`src/rtl/adc_serial_capture.sv`:
```
// Serial SAR ADC capture engine: generates cs_n/sclk, shifts in CHANNELS data lines,
// checks the leading-zero bits and optionally averages 2^AVG_LOG2 frames per output.

module adc_serial_capture_lane #(
    parameter int DATA_W   = 12,
    parameter int AVG_LOG2 = 0
) (
    input  logic              clk,
    input  logic              rst,
    input  logic              shift_en_i,
    input  logic              bit_i,
    input  logic              done_i,
    input  logic              emit_i,
    output logic [DATA_W-1:0] data_o
);
    localparam int ACC_W = DATA_W + AVG_LOG2;

    logic [DATA_W-1:0] sh_q, sh_d, dout_q;
    logic [ACC_W-1:0]  acc_q, sum;

    // Zero bits shift through too; only the last DATA_W bits survive to frame end.
    assign sh_d   = (sh_q << 1) | DATA_W'(bit_i);
    assign sum    = acc_q + ACC_W'(sh_q);
    assign data_o = dout_q;

    always_ff @(posedge clk or posedge rst) begin
        if (rst) begin
            sh_q   <= '0;
            acc_q  <= '0;
            dout_q <= '0;
        end else begin
            if (shift_en_i) sh_q <= sh_d;
            if (done_i) begin
                if (emit_i) begin
                    dout_q <= DATA_W'(sum >> AVG_LOG2);
                    acc_q  <= '0;
                end else begin
                    acc_q  <= sum;
                end
            end
        end
    end
endmodule

module adc_serial_capture #(
    parameter int DATA_W    = 12,
    parameter int ZERO_BITS = 4,
    parameter int CHANNELS  = 2,
    parameter int SCLK_DIV  = 4,
    parameter int QUIET_CYC = 8,
    parameter int AVG_LOG2  = 0
) (
    input  logic                         clk,
    input  logic                         rst,
    input  logic                         start,
    input  logic                         continuous,
    input  logic [CHANNELS-1:0]          data_in,
    output logic                         cs_n,
    output logic                         sclk,
    output logic [CHANNELS*DATA_W-1:0]   data_out,
    output logic                         valid,
    output logic                         zeros_err,
    output logic                         busy
);
    localparam int FRAME_W = ZERO_BITS + DATA_W;
    localparam int BIT_W   = $clog2(FRAME_W + 1);
    localparam int DIV_W   = $clog2(SCLK_DIV + 1);
    localparam int QW      = $clog2(QUIET_CYC + 1);
    localparam int FCW     = AVG_LOG2 + 1;
    localparam int NFRM    = 1 << AVG_LOG2;

    typedef enum logic [1:0] {IDLE, CONV, QUIET} state_t;

    state_t           state_q, state_d;
    logic             cs_n_q, cs_n_d, sclk_q, sclk_d;
    logic [DIV_W-1:0] div_q, div_d;
    logic [BIT_W-1:0] bit_q, bit_d;
    logic [QW-1:0]    quiet_q, quiet_d;
    logic [FCW-1:0]   fcnt_q, fcnt_d;
    logic             ferr_q, ferr_d, serr_q, serr_d;
    logic             valid_q, valid_d, zerr_q, zerr_d;
    logic             shift_en, done, emit;

    always_ff @(posedge clk or posedge rst) begin
        if (rst) begin
            state_q <= IDLE;
            cs_n_q  <= 1'b1;
            sclk_q  <= 1'b1;
            div_q   <= '0;
            bit_q   <= '0;
            quiet_q <= '0;
            fcnt_q  <= '0;
            ferr_q  <= 1'b0;
            serr_q  <= 1'b0;
            valid_q <= 1'b0;
            zerr_q  <= 1'b0;
        end else begin
            state_q <= state_d;
            cs_n_q  <= cs_n_d;
            sclk_q  <= sclk_d;
            div_q   <= div_d;
            bit_q   <= bit_d;
            quiet_q <= quiet_d;
            fcnt_q  <= fcnt_d;
            ferr_q  <= ferr_d;
            serr_q  <= serr_d;
            valid_q <= valid_d;
            zerr_q  <= zerr_d;
        end
    end

    always_comb begin
        state_d  = state_q;
        cs_n_d   = cs_n_q;
        sclk_d   = sclk_q;
        div_d    = div_q;
        bit_d    = bit_q;
        quiet_d  = quiet_q;
        fcnt_d   = fcnt_q;
        ferr_d   = ferr_q;
        serr_d   = serr_q;
        valid_d  = 1'b0;
        zerr_d   = zerr_q;
        shift_en = 1'b0;
        done     = 1'b0;
        emit     = (fcnt_q == FCW'(NFRM - 1));

        case (state_q)
            IDLE: begin
                if (start || continuous) begin
                    state_d = CONV;
                    cs_n_d  = 1'b0;
                    sclk_d  = 1'b0;
                    div_d   = '0;
                    bit_d   = '0;
                    ferr_d  = 1'b0;
                end
            end
            CONV: begin
                if (div_q == DIV_W'(SCLK_DIV - 1)) begin
                    div_d = '0;
                    if (!sclk_q) begin
                        sclk_d   = 1'b1;
                        shift_en = 1'b1;
                        bit_d    = bit_q + 1'b1;
                        if (bit_q < BIT_W'(ZERO_BITS) && |data_in) ferr_d = 1'b1;
                    end else if (bit_q == BIT_W'(FRAME_W)) begin
                        // Last high half-period served in full; sclk simply stays high.
                        state_d = QUIET;
                        cs_n_d  = 1'b1;
                        quiet_d = '0;
                        done    = 1'b1;
                    end else begin
                        sclk_d = 1'b0;
                    end
                end else begin
                    div_d = div_q + 1'b1;
                end
            end
            QUIET: begin
                if (quiet_q == QW'(QUIET_CYC - 1)) begin
                    if (continuous) begin
                        state_d = CONV;
                        cs_n_d  = 1'b0;
                        sclk_d  = 1'b0;
                        div_d   = '0;
                        bit_d   = '0;
                        ferr_d  = 1'b0;
                    end else begin
                        state_d = IDLE;
                    end
                end else begin
                    quiet_d = quiet_q + 1'b1;
                end
            end
            default: state_d = IDLE;
        endcase

        // Error state and frame count persist across IDLE so a partial set resumes.
        if (done) begin
            if (emit) begin
                fcnt_d  = '0;
                valid_d = 1'b1;
                zerr_d  = serr_q | ferr_q;
                serr_d  = 1'b0;
            end else begin
                fcnt_d  = fcnt_q + 1'b1;
                serr_d  = serr_q | ferr_q;
            end
        end
    end

    for (genvar c = 0; c < CHANNELS; c++) begin : g_lane
        adc_serial_capture_lane #(
            .DATA_W   (DATA_W),
            .AVG_LOG2 (AVG_LOG2)
        ) u_lane (
            .clk        (clk),
            .rst        (rst),
            .shift_en_i (shift_en),
            .bit_i      (data_in[c]),
            .done_i     (done),
            .emit_i     (emit),
            .data_o     (data_out[c*DATA_W +: DATA_W])
        );
    end

    assign cs_n      = cs_n_q;
    assign sclk      = sclk_q;
    assign valid     = valid_q;
    assign zeros_err = zerr_q;
    assign busy      = (state_q != IDLE);
endmodule

```
`config.mk`:
```
export PLATFORM = sky130hd
export DESIGN_NAME = adc_serial_capture
export DESIGN_NICKNAME = d
export VERILOG_FILES = /design/src/rtl/adc_serial_capture.sv
export SDC_FILE = /design/constraint.sdc
export NUM_CORES = 1
export LEC_CHECK = 0
export BUFFER_PORTS_ARGS = -buffer_cell sky130_fd_sc_hd__buf_2
export CAP_MARGIN = 10
export CORE_MARGIN = 1
export CORE_UTILIZATION = 35
export CTS_CLUSTER_SIZE = 20
export DETAILED_ROUTE_END_ITERATION = 12
export GPL_TIMING_DRIVEN = 0
export SYNTH_ARGS = -nofsm -noshare
export SYNTH_HDL_FRONTEND = slang
export SYNTH_HIERARCHICAL = 1
export SYNTH_SLANG_ARGS = --single-unit
```
`constraint.sdc`:
```
create_clock -name clk -period 3.6 [get_ports clk]
set_input_delay 0.18 -clock clk [delete_from_list [all_inputs] [get_ports clk]]
set_output_delay 0.18 -clock clk [all_outputs]
set_load 0.02 [all_outputs]
```
==> qor.txt <==
Yosys reg bits - 91
CTS resizes - 0
Routed vias - 3396
Syn Inst Count - 440
R2r startpoint - bit_q[0]$_DFFE_PP0P_
Worst EP required - 3830 ps
Total power - 4.24 mW
Worst-path fanout max - 10
Avg Inst Size Synth - 10.9 sq um
Antenna violations before repair - 0
First-pass GRT wire length - 16.6 mm
Fmax - 0.406 GHz
Vias per cell - 5.06
Post-synth top cells - 89 x dfrtp_1, 43 x nand2_1, 35 x o21ai_0, 29 x mux2_2, 26 x ha_1
Die Height - 119 um
Fillers - 1263
Total grt overflow - 0
Die Wd - 119 um
Post-synth EDFFs - 0
Ant. Diodes - 0
PwrDens - 765 nW/um^2
Fin. Hold Viols - 0
Setup TNS - 0 ps
Critical Path Start Type - flop
Root Buffer - clkbuf_16
Routed WL per cell - 14.1 um
Worst-Margin Slew - 831 ps
Cts bufs inserted - 9
Skew-Pair Late Insertion Delay - 350 ps
Die area - 14100 sq um
CP endpoint kind - flop
Max clock buf depth - 2
Fraction of layout cells with a size suffix above 1 - 0.216
Arrival time worst endpoint - 2690 ps
Tightest Hold Check Type - in2reg
Register area share after synthesis - 0.477
Synth-to-Final Area Change - 15.9%
Initial drt markers - 141
Nets@finish - 524
Clock transition at path regs - 60 ps
Peak VDD IR - 0.000318 V
Rows - 42
Gpl congestion - 0.823
Register area - 2280 sq um
FFs w/ async S/R, synth - 1.00
Total Routing Usage GR - 0.150
Clock sinks - 91
Yosys top cell area share - 0.466
Port Buffer Count - 34
Outcome - finished, final reports clean
Initial Utilization - 0.359
Top post-synthesis cells by area - dfrtp_1 47%, mux2_2 6.8%, ha_1 6.8%
Pleak - 2.64 nW
Max Cap Violations - 0
Hold_sp - data_in[1]
Area of the multi-input gates - 2360 sq um
RSZ-0062 raised after global routing - no
Antenna Violating Nets Remaining - 0
Core Region - 13300 sq um
Crit. Startpoint - bit_q[0]$_DFFE_PP0P_
Worst Skew - 7.78 ps
Fin Hold WS - 88.5 ps
Synth area leader - dfrtp_1
Vias in the first global route - 3444
Final WL - 9.49 mm
Critical path class - reg2reg
Fin crit share - 0.684
DP Wirelength - 7.06 mm
Top FF cell, synth - dfrtp_1
YS warnings - 6
Tmin final - 2460 ps
Library cells used by synthesis - 67
CTS tree - yes
Slew headroom - 0.445
Initial DRT Pass Iterations - 4
Largest net degree at the start of global routing - 21
Most frequent cell after synthesis - dfrtp_1
# H-tree levels - 3
Final setup vio count - 0
Max Transition Viols Final - 0
# DRC - 0
Mapped Area - 4780 sq um
Io pins - 35
-- cell families after synthesis --
kind of cell    Yosys count  synth area share
buf+inv                  39            0.0317
flops                    91             0.477
mux                      35            0.0809
xor+xnor                 21            0.0414
simple gates            107             0.113
compound gates          118             0.179
fa+ha+maj                28            0.0764
other cells               1          0.000785
-- state kept, by name, indices dropped and copies added (netlist names) --
signal	count
cs_n	1
g_lane.u_lane/acc_q	24
ferr_q	1
g_lane.u_lane/sh_q	24
valid	1
zeros_err	1
bit_q	5
quiet_q	4
state_q	2
sclk	1
div_q	3
g_lane.u_lane/data_o	24
-- per-stage QoR --
step,cell area (sq um),util,worst slack [ps],instances
after global routing,5540,0.417,885,671
after detailed placement,5250,0.395,1100,654
final,5540,0.417,1140,671
after CTS,5540,0.417,1090,671
after floorplan,4780,-,1040,441
after global placement,5170,0.389,31.2,651
-- critical path, stage by stage (launching register included) --
cell	delay, ps
dfrtp_1	420
inv_1	70
ha_1	150
nand4bb_1	200
nor3_2	440
clkbuf_1	410
inv_1	250
a221o_2	390
-- power breakdown --
| part | total (mW) | switching [mW] | leakage (nW) | internal [mW] |
|---|---|---|---|---|
| clock | 0.909 | 0.383 | 0.136 | 0.526 |
| sequential | 1.54 | 0.217 | 1.17 | 1.32 |
| combinational | 1.79 | 1.01 | 1.33 | 0.780 |
-- timing repair --
item / 4_1_cts / 5_1_grt
hold buffers: 1 / 0
buffers inserted: 0 / 0
endpoints found under the hold margin: 7 / 0
-- metal layers --
layer	GRT usage	routed length [um]	up-vias	part of all wire
met1	0.192	4600	1653	0.48
met4	0.0712	210	0	0.022
met3	0.0321	280	15	0.030
li1	-	-	1683	-
met5	0	0	-	0
met2	0.242	4400	45	0.46
-- worst paths after layout --
path | to | slack (ps) | cells past startpoint
worst max-delay path | g_lane[1].u_lane/acc_q[11]$_DFFE_PP0P_ | 1140 | 7
worst min-delay path | g_lane[1].u_lane/sh_q[0]$_DFFE_PP0P_ | 90 | 2
worst max register to register | g_lane[1].u_lane/acc_q[11]$_DFFE_PP0P_ | 1140 | 7
worst min register to register | g_lane[0].u_lane/data_o[4]$_DFFE_PP0P_ | 470 | 2
max in group asynchronous | g_lane[1].u_lane/data_o[4]$_DFFE_PP0P_ | 2460 | 4
min in group asynchronous | g_lane[0].u_lane/acc_q[3]$_DFFE_PP0P_ | 530 | 3
-- cell usage in the layout (no fill, tap or decap), drive strengths merged, types with 7 or more instances in the layout --
cell type / count
a211oi: 7
a21o: 7
a21oi: 15
buf: 43
clkbuf: 24
dfrtp: 89
ha: 26
inv: 24
mux2: 29
nand2: 43
nor2: 16
o21ai: 40
o2bb2ai: 11
xnor2: 8
xor2: 12
-- final cells by class --
type                    instances  share of cell area
clock buffers                  15              0.0501
multi-input cells             311               0.425
clock inverters                 1             0.00136
well taps                     176              0.0397
repair buffers                 38              0.0445
flip-flops and latches         91               0.411
inverters                      24              0.0163
plain buffers                  15              0.0111
(Power assumes the default switching activity.)
